==> src/rtl/lsu_bus_ctrl.sv <==
// rtl/lsu_bus_ctrl.sv - multi-cycle load/store unit with req/gnt/rvalid bus handshake
module lsu_bus_ctrl #(
    parameter int                         NUM_REGIONS  = 2,
    parameter logic [4*NUM_REGIONS-1:0]   REGION_BASES = {4'h8, 4'h0},
    parameter int                         TIMEOUT      = 16
) (
    input  logic                   clk,
    input  logic                   rst_n,
    input  logic                   cpu_valid,
    input  logic [4:0]             mem_op,
    input  logic [31:0]            cpu_addr,
    input  logic [31:0]            cpu_data_wr,
    output logic [31:0]            cpu_data_rd,
    output logic                   cpu_done,
    output logic                   stall,
    output logic                   fault,
    output logic [1:0]             fault_cause,
    output logic                   dbus_req,
    input  logic                   dbus_gnt,
    input  logic                   dbus_rvalid,
    input  logic [31:0]            dbus_data_rd,
    output logic [31:0]            dbus_addr,
    output logic [31:0]            dbus_data_wr,
    output logic [3:0]             dbus_mask,
    output logic                   dbus_wr,
    output logic [NUM_REGIONS-1:0] dbus_sel
);

    localparam logic [4:0] OP_LB  = 5'b00001;
    localparam logic [4:0] OP_LH  = 5'b00010;
    localparam logic [4:0] OP_LW  = 5'b00011;
    localparam logic [4:0] OP_LBU = 5'b00100;
    localparam logic [4:0] OP_LHU = 5'b00101;
    localparam logic [4:0] OP_SB  = 5'b10110;
    localparam logic [4:0] OP_SH  = 5'b10111;
    localparam logic [4:0] OP_SW  = 5'b11000;

    localparam logic [1:0] CAUSE_MISALIGN = 2'b01;
    localparam logic [1:0] CAUSE_TIMEOUT  = 2'b10;
    localparam logic [1:0] CAUSE_UNMAPPED = 2'b11;

    localparam int CW = $clog2(TIMEOUT);

    typedef enum logic [1:0] {IDLE, REQ, RESP, DONE} state_t;

    state_t                  state, state_next;
    logic [CW-1:0]           wait_cnt;
    logic [4:0]              op_q;
    logic [31:0]             addr_q;
    logic [31:0]             wdata_q;
    logic [NUM_REGIONS-1:0]  hit_q;

    logic                    op_known, op_half, op_word, misaligned, accept;
    logic [NUM_REGIONS-1:0]  hit_sel;
    logic                    busy, wait_expired;
    logic                    d_fault;
    logic [1:0]              d_cause;
    logic [31:0]             d_data;

    function automatic logic [31:0] load_ext(input logic [4:0] op, input logic [1:0] a,
                                             input logic [31:0] d);
        logic [7:0]  b;
        logic [15:0] h;
        b = d[{a, 3'b000} +: 8];
        h = a[1] ? d[31:16] : d[15:0];
        case (op)
            OP_LB:   load_ext = {{24{b[7]}}, b};
            OP_LBU:  load_ext = {24'h0, b};
            OP_LH:   load_ext = {{16{h[15]}}, h};
            OP_LHU:  load_ext = {16'h0, h};
            OP_LW:   load_ext = d;
            default: load_ext = 32'h0;
        endcase
    endfunction

    always_comb begin
        op_known = 1'b1;
        op_half  = 1'b0;
        op_word  = 1'b0;
        case (mem_op)
            OP_LB, OP_LBU, OP_SB: ;
            OP_LH, OP_LHU, OP_SH: op_half = 1'b1;
            OP_LW, OP_SW:         op_word = 1'b1;
            default:              op_known = 1'b0;
        endcase
    end

    assign misaligned = (op_half & cpu_addr[0]) | (op_word & (|cpu_addr[1:0]));
    // Gated by rst_n so stall stays low while reset is held.
    assign accept = rst_n && (state == IDLE) && cpu_valid && op_known;

    // Lowest-index region wins when several bases alias the same nibble.
    always_comb begin
        logic found;
        found   = 1'b0;
        hit_sel = '0;
        for (int i = 0; i < NUM_REGIONS; i++) begin
            if (!found && (REGION_BASES[4*i +: 4] == cpu_addr[31:28])) begin
                hit_sel[i] = 1'b1;
                found      = 1'b1;
            end
        end
    end

    assign busy         = (state == REQ) || (state == RESP);
    assign wait_expired = (wait_cnt == CW'(TIMEOUT - 1));

    always_ff @(posedge clk or negedge rst_n) begin
        if (!rst_n) begin
            state <= IDLE;
        end else begin
            state <= state_next;
        end
    end

    always_comb begin
        state_next = state;
        d_fault    = 1'b0;
        d_cause    = 2'b00;
        d_data     = 32'h0;
        case (state)
            IDLE: begin
                if (accept) begin
                    if (misaligned) begin
                        state_next = DONE;
                        d_fault    = 1'b1;
                        d_cause    = CAUSE_MISALIGN;
                    end else if (hit_sel == '0) begin
                        state_next = DONE;
                        d_fault    = 1'b1;
                        d_cause    = CAUSE_UNMAPPED;
                    end else begin
                        state_next = REQ;
                    end
                end
            end
            REQ: begin
                if (dbus_gnt) begin
                    if (op_q[4]) begin
                        state_next = DONE;
                    end else if (dbus_rvalid) begin
                        state_next = DONE;
                        d_data     = load_ext(op_q, addr_q[1:0], dbus_data_rd);
                    end else begin
                        state_next = RESP;
                    end
                end else if (wait_expired) begin
                    state_next = DONE;
                    d_fault    = 1'b1;
                    d_cause    = CAUSE_TIMEOUT;
                end
            end
            RESP: begin
                if (dbus_rvalid) begin
                    state_next = DONE;
                    d_data     = load_ext(op_q, addr_q[1:0], dbus_data_rd);
                end else if (wait_expired) begin
                    state_next = DONE;
                    d_fault    = 1'b1;
                    d_cause    = CAUSE_TIMEOUT;
                end
            end
            default: state_next = IDLE;
        endcase
    end

    always_comb begin
        stall        = busy || accept;
        dbus_req     = (state == REQ);
        dbus_sel     = busy ? hit_q : '0;
        dbus_wr      = busy & op_q[4];
        dbus_addr    = busy ? addr_q : 32'h0;
        dbus_mask    = 4'h0;
        dbus_data_wr = 32'h0;
        if (busy) begin
            case (op_q)
                OP_LB, OP_LBU: dbus_mask = 4'b0001 << addr_q[1:0];
                OP_LH, OP_LHU: dbus_mask = addr_q[1] ? 4'b1100 : 4'b0011;
                OP_LW:         dbus_mask = 4'b1111;
                OP_SB: begin
                    dbus_mask    = 4'b0001 << addr_q[1:0];
                    dbus_data_wr = {24'h0, wdata_q[7:0]} << {addr_q[1:0], 3'b000};
                end
                OP_SH: begin
                    dbus_mask    = addr_q[1] ? 4'b1100 : 4'b0011;
                    dbus_data_wr = addr_q[1] ? {wdata_q[15:0], 16'h0} : {16'h0, wdata_q[15:0]};
                end
                OP_SW: begin
                    dbus_mask    = 4'b1111;
                    dbus_data_wr = wdata_q;
                end
                default: ;
            endcase
        end
    end

    always_ff @(posedge clk or negedge rst_n) begin
        if (!rst_n) begin
            op_q    <= 5'h0;
            addr_q  <= 32'h0;
            wdata_q <= 32'h0;
            hit_q   <= '0;
        end else if (accept) begin
            op_q    <= mem_op;
            addr_q  <= cpu_addr;
            wdata_q <= cpu_data_wr;
            hit_q   <= hit_sel;
        end
    end

    // Counter restarts on every state change, so REQ and RESP each get a full budget.
    always_ff @(posedge clk or negedge rst_n) begin
        if (!rst_n) begin
            wait_cnt <= '0;
        end else if (state_next != state || !busy) begin
            wait_cnt <= '0;
        end else begin
            wait_cnt <= wait_cnt + 1'b1;
        end
    end

    always_ff @(posedge clk or negedge rst_n) begin
        if (!rst_n) begin
            cpu_done    <= 1'b0;
            fault       <= 1'b0;
            fault_cause <= 2'b00;
            cpu_data_rd <= 32'h0;
        end else begin
            cpu_done    <= (state_next == DONE);
            fault       <= d_fault;
            fault_cause <= d_cause;
            cpu_data_rd <= d_data;
        end
    end

endmodule

==> config.mk <==
export PLATFORM = sky130hd
export DESIGN_NAME = lsu_bus_ctrl
export DESIGN_NICKNAME = d
export VERILOG_FILES = /design/src/rtl/lsu_bus_ctrl.sv
export SDC_FILE = /design/constraint.sdc
export NUM_CORES = 1
export LEC_CHECK = 0
export ABC_AREA = 1
export CAP_MARGIN = 40
export CELL_PAD_IN_SITES_DETAIL_PLACEMENT = 1
export CELL_PAD_IN_SITES_GLOBAL_PLACEMENT = 1
export CORE_MARGIN = 2
export CORE_UTILIZATION = 29
export DETAILED_ROUTE_END_ITERATION = 6
export PLACE_DENSITY = 0.75
export SKIP_LAST_GASP = 1
export SYNTH_ARGS = -nofsm -noshare
export SYNTH_HDL_FRONTEND = slang
export SYNTH_SLANG_ARGS = --single-unit
==> constraint.sdc <==
create_clock -name clk -period 1.85 [get_ports clk]
set_input_delay 0.185 -clock clk [delete_from_list [all_inputs] [get_ports clk]]
set_output_delay 0.185 -clock clk [all_outputs]
set_load 0.05 [all_outputs]
# Word level (Yosys, flattened, before mapping)
# Cells that the tools add are included.
# W data, S select, Z words.
[word_totals]
register_bits = 113
inputBits = 106
output_inout_bits = 109
[op_classes]
add_sub_neg = 1
eq_ne = 22
shift = 3
mux = 43
bitwise = 4
n_reduce_logical = 19
[op_table]
columns = ["op", "count"]
rows = [
  ["$mux W32", 6],
  ["$pmux W32 S5", 1],
  ["$pmux W32 S3", 1],
  ["$pmux W32 S2", 1],
  ["$shiftx A32 B6 Y8", 1],
  ["$shl A8 B5 Y32", 1],
  ["$eq A5 B5 Y1 const B", 6],
  ["$mux W2", 13],
  ["$eq A5 B2 Y1 const B", 4],
  ["$eq A5 B3 Y1 const B", 4],
  ["$mux W16", 1],
  ["$mux W1", 13],
  ["$mux W4", 3],
  ["$pmux W2 S3", 2],
  ["$pmux W4 S3", 1],
  ["$eq A5 B1 Y1 const B", 2],
  ["$reduce_or A3 Y1", 3],
  ["$reduce_or A8 Y1", 1],
  ["$reduce_or A2 Y1", 3],
  ["$add A4 B1 Y4 const B", 1],
  ["$eq A2 B2 Y1 const B", 2],
  ["$eq A4 B4 Y1 const A", 1],
  ["$eq A4 B4 Y1 const B", 1],
  ["$logic_and A1 B1 Y1", 4],
  ["other kinds (10)", 16],
]

# Depth between registers and ports, before layout
[depth]
ltp_word = 13
mapped_depth = 14
mapped_depth_nobuf = 14

# Worst setup path before layout
# OpenSTA, ideal clock, no wires.
[synth_path]
path_kind = "register -> output"
startpoint = "register state[0]"
endpoint = "output port dbus_data_wr[19]"
arrival_time_ps = 2173
path_slack_ps = -508
stages_incl_launch_ff = 7
path_cell_list = "dfrtp_1 -> inv_1 -> ha_1 -> clkbuf_1 -> inv_1 -> clkbuf_1 -> a21oi_1"
[synth_between]
elab_chain_cells = 3
[synth_lines]
columns = ["element", "line_no", "source"]
rows = [
  ["start: declaration", "46", "state_t state, state_next;"],
  ["start signal: assignment", "112", "state <= state_next;"],
  ["$eq A2 B1 Y1 or $eq A2 B2 Y1 (tied branches)", "105", "assign busy = (state == REQ) || (state == RESP);"],
  ["$logic_or A1 B1 Y1 (*)", "105", ""],
  ["$mux W32 (*)", "175", "if (busy) begin"],
  ["end: declaration", "23", "output logic [31:0] dbus_data_wr,"],
]
# Every way passes the cells marked *; elsewhere a longest branch is shown, timed or not.

# Worst setup path in the final report
[layout_path]
startpoint = "register op_q[3]"
endpoint = "output port dbus_data_wr[15]"
[layout_between]
elab_chain_cells = 3
[layout_lines]
columns = ["element", "line_no", "source"]
rows = [
  ["start: declaration", "48", "logic [4:0] op_q;"],
  ["start signal: assignment", "204", "op_q <= mem_op;"],
  ["$eq A5 B5 Y1", "176", "case (op_q)"],
  ["$pmux W32 S3 (*)", "176", ""],
  ["$mux W32 (*)", "175", ""],
]
# Marks and branches as above.

==> impl_metrics.csv <==
group,metric,value,unit
clock_tree,clock-root-buffer,"clkbuf_16",
synth,ys_ff_latch,113,
worst_setup_path,cpPeakStageDelay,400,ps
worst_setup_path,crit_chain,"inv_2, nand2_4, nor3_4, inv_2, nor2_4, buf_6, nand2_4, o32ai_2, nand2_1, clkinvlp_4, buf_8",
hold_path,hold_depth,3,
run_status,outcome,"finished with violations",
timing,slew_violations,0,
power_and_ir_drop,p_leak,5.51,nW
synth,synth_fa_ha_area_share,1.03,%
timing,clock_skew,14.4,ps
place,dp_hpwl,17200,µm
synth,yosysWarnings,0,
synth,synth-simple-area-share,27.7,%
global_route,grt_pass1_vias,7376,
clock_tree,max-clock-path-buffers,2,
synth,synth_cells,830,
die,boundaryPins,215,
timing,relSlewSlack,56.8,%
synth,synth_xor_xnor_area_share,0.288,%
place,post-place-ws,-300,ps
route,firstDrtPassIters,5,
die,core_area,0.0204,mm²
final_layout,multi_input_area,0.00367,mm²
hold_path,hold-path-endpoint,"op_q[0]",
timing,worst_pin_slew,648,ps
route,wl_met2,15200,µm
global_route,grt_max_degree,114,
die,die_x,149,µm
synth,syn_nets,941,
clock_tree,cts_made_buffers,17,
worst_setup_path,end_kind,"primary output",
clock_tree,clk_latency,430,ps
final_layout,fillers,2206,
die,die_area,0.0221,mm²
flow_run,cap_violations,0,
power_and_ir_drop,p_per_area,1790,mW/mm²
final_layout,final_cells,1428,
place,dpl.cell_count,1349,
worst_setup_path,ff2ff_setup_slack,-340,ps
route,wl_met1,11200,µm
synth,synth_area,0.00607,mm²
synth,synth_edf_count,0,
synth,async_reset_ff_share,100,%
clock_tree,clkTransAtPathRegs,60,ps
die,die_h,149,µm
hold_path,worstHoldPathType,"input pin to flop",
place,gp_congestion,0.794,
timing,setup_viol,104,
clock_tree,cts_tree,"built",
global_route,track_usage,24.4,%
clock_tree,htree_levels,4,
power_and_ir_drop,switching_power,10.1,mW
synth,synth-compound-area-share,13.5,%
timing,report.final.hold_viol_count,0,
worst_setup_path,critPathRequiredTime,1660,ps
timing,rsz0062_at_grt,"true",
route,wl_per_cell,20.4,µm
synth,muxShareOfSynthArea,0.330,%
route,wl,29100,µm
route,viasPerCell,4.95,
power_and_ir_drop,intPower,11.9,mW
synth,ys_types,45,
route,drc,0,
final_layout,antennaDiodeCount,0,
hold_path,min_from,"mem_op[0]",
final_layout,mostFrequentLayoutCells,"nand2_1, clkdlybuf4s50_1, dfrtp_1",
global_route,grt_pass1_wl,41200,µm
final_layout,register_area,0.00283,mm²
final_layout,drive_gt1_share,40.6,%
clock_tree,clkSinkCount,113,
power_and_ir_drop,swShare,45.8,%
final_layout,final_common_cell,"nand2_1",
run_status,violations,"negative setup slack",
route,drt-initial-drc-count,317,
worst_setup_path,crit_fanout,4,
timing,period_needed,2510,ps
die,initial_core_util,29.8,%
timing,worst_slack,-664,ps
power_and_ir_drop,combPwrFrac,64.5,%
worst_setup_path,start_kind,"flop",
global_route,overflow,0,
worst_setup_path,r2r-start,"op_q[3]",
power_and_ir_drop,power_frac_seq,18.9,%
worst_setup_path,r2r_cells,12,
power_and_ir_drop,ir_drop,1160,µV
timing,period_share,136,%
place,port_buffers,214,
final_layout,syn2layout_area_growth,102,%
worst_setup_path,rr_endpoint,"cpu_data_rd[17]",
die,num_rows,52,
worst_setup_path,critPathArrivalTime,2330,ps
route,top_layer_used,"met4",
synth,synth_top_flop_cell,"dfrtp_1",
route,route.met3.wl,1810,µm
route,vias,7075,
synth,synth_area_per_cell,7.32,µm²
worst_setup_path,worst_path_max_delay_cell,"dfrtp_1",
power_and_ir_drop,clkPwrFrac,16.5,%
timing,timing.fmax,398,MHz
route,antenna_left,0,
synth,yosysSeqAreaShare,46.5,%
global_route,antenna_found_initial,0,
final_layout,fin_nets,1256,
synth,synth_top_family_by_area,"simple AND/OR/NAND/NOR gates",
worst_setup_path,worstSetupPathType,"flop to primary output",
==> repair_timing <==
action | 4_1_cts | 5_1_grt
gates cloned | 9 | 1
buffers inserted | 20 | 24
resized for setup | 168 | 177
hold buffers | 1 | 0
pin swaps | 24 | 46
hold endpoints to repair | 113 | 0
setup endpoints to repair | 94 | 109
==> per-layer routing <==
metal  vias up  track usage (%)
met3        70             6.33
met4         0             8.05
met5         -                0
met1      3506             29.0
met2       274             43.1
li1       3225                -
==> metrics by stage <==
step / power, mW / utilization (%) / hold slack [ps] / setup TNS [ps] / cell area [µm²]
2_1_floorplan: 9.04 / - / -111 / -1120 / 6330
3_3_place_gp: 13.6 / 49.0 / 409 / -6240 / 9970
3_5_place_dp: 13.8 / 49.0 / 398 / -12640 / 9970
4_1_cts: 20.3 / 56.4 / 256 / -21790 / 11500
5_1_grt: 22.9 / 60.3 / 289 / -42860 / 12300
6_report: 22.0 / 60.3 / 271 / -35920 / 12300
==> critical path, delay by kind of cell, from the launching register on <==
family / cells / cell delay (ps)
buffers and inverters: 5 / 580
flip-flops: 1 / 400
AND/OR/NAND/NOR: 5 / 640
AO/OA/AOI/OAI: 1 / 260
==> power groups by stage <==
stage,logic (mW),registers [mW],clock network [mW]
6_report,14.2,4.17,3.64
5_1_grt,14.8,4.25,3.82
4_1_cts,12.7,3.97,3.68
3_5_place_dp,9.93,3.86,0
3_3_place_gp,9.77,3.82,0
2_1_floorplan,5.26,3.78,0
==> worst max path at each step <==
stage / slack, ps / cells past startpoint / endpoint / from
after floorplan: -80 / 10 / wait_cnt[0] / state[1]
after detailed placement: -300 / 12 / cpu_done / mem_op[1]
after global routing: -820 / 13 / dbus_data_wr[10] / op_q[3]
final: -660 / 11 / dbus_data_wr[15] / op_q[3]
after global placement: -240 / 13 / cpu_done / mem_op[3]
after CTS: -480 / 12 / dbus_data_wr[25] / op_q[3]
==> cell usage after synthesis (all sizes together) (2+ instances only) <==
library cell | n | area (µm²)
nor2 | 66 | 283
dfrtp | 113 | 2830
mux2i | 2 | 20.0
a221oi | 3 | 26.3
o22ai | 8 | 50.1
nand2 | 293 | 1120
ha | 5 | 62.6
buf | 20 | 114
a2bb2oi | 2 | 17.5
o211ai | 6 | 45.0
a22o | 2 | 17.5
a21oi | 53 | 284
clkinv | 3 | 11.3
or2 | 8 | 50.1
clkbuf | 17 | 63.8
inv | 122 | 460
a31oi | 4 | 25.0
o21ai | 56 | 280
nor3 | 7 | 56.3
nand3 | 30 | 160
==> state kept, by name (all words and copies together) (netlist names) <==
register	cells
addr_q	32
hit_q	2
state	2
wait_cnt	4
cpu_done	1
cpu_data_rd	32
fault_cause	2
wdata_q	32
op_q	5
fault	1
==> kinds of logic (layout without fill, tap and decap cells) <==
| kind of cell | Yosys count | count (layout) |
|---|---|---|
| xor+xnor | 2 | 2 |
| flops | 113 | 113 |
| compound gates | 140 | 141 |
| simple gates | 406 | 407 |
| fa+ha+maj | 5 | 5 |
| mux | 2 | 2 |
| buf+inv | 162 | 488 |
==> final cells by class <==
class / instances / share of cell area [%]
timing repair buffer: 331 / 34.0
multi-input combinational: 557 / 29.9
sequential: 113 / 23.1
inverter: 125 / 5.01
clock buffer: 23 / 4.05
tap: 270 / 2.75
clock inverter: 9 / 1.23
No activity file was read; power rests on OpenSTA's default activity.
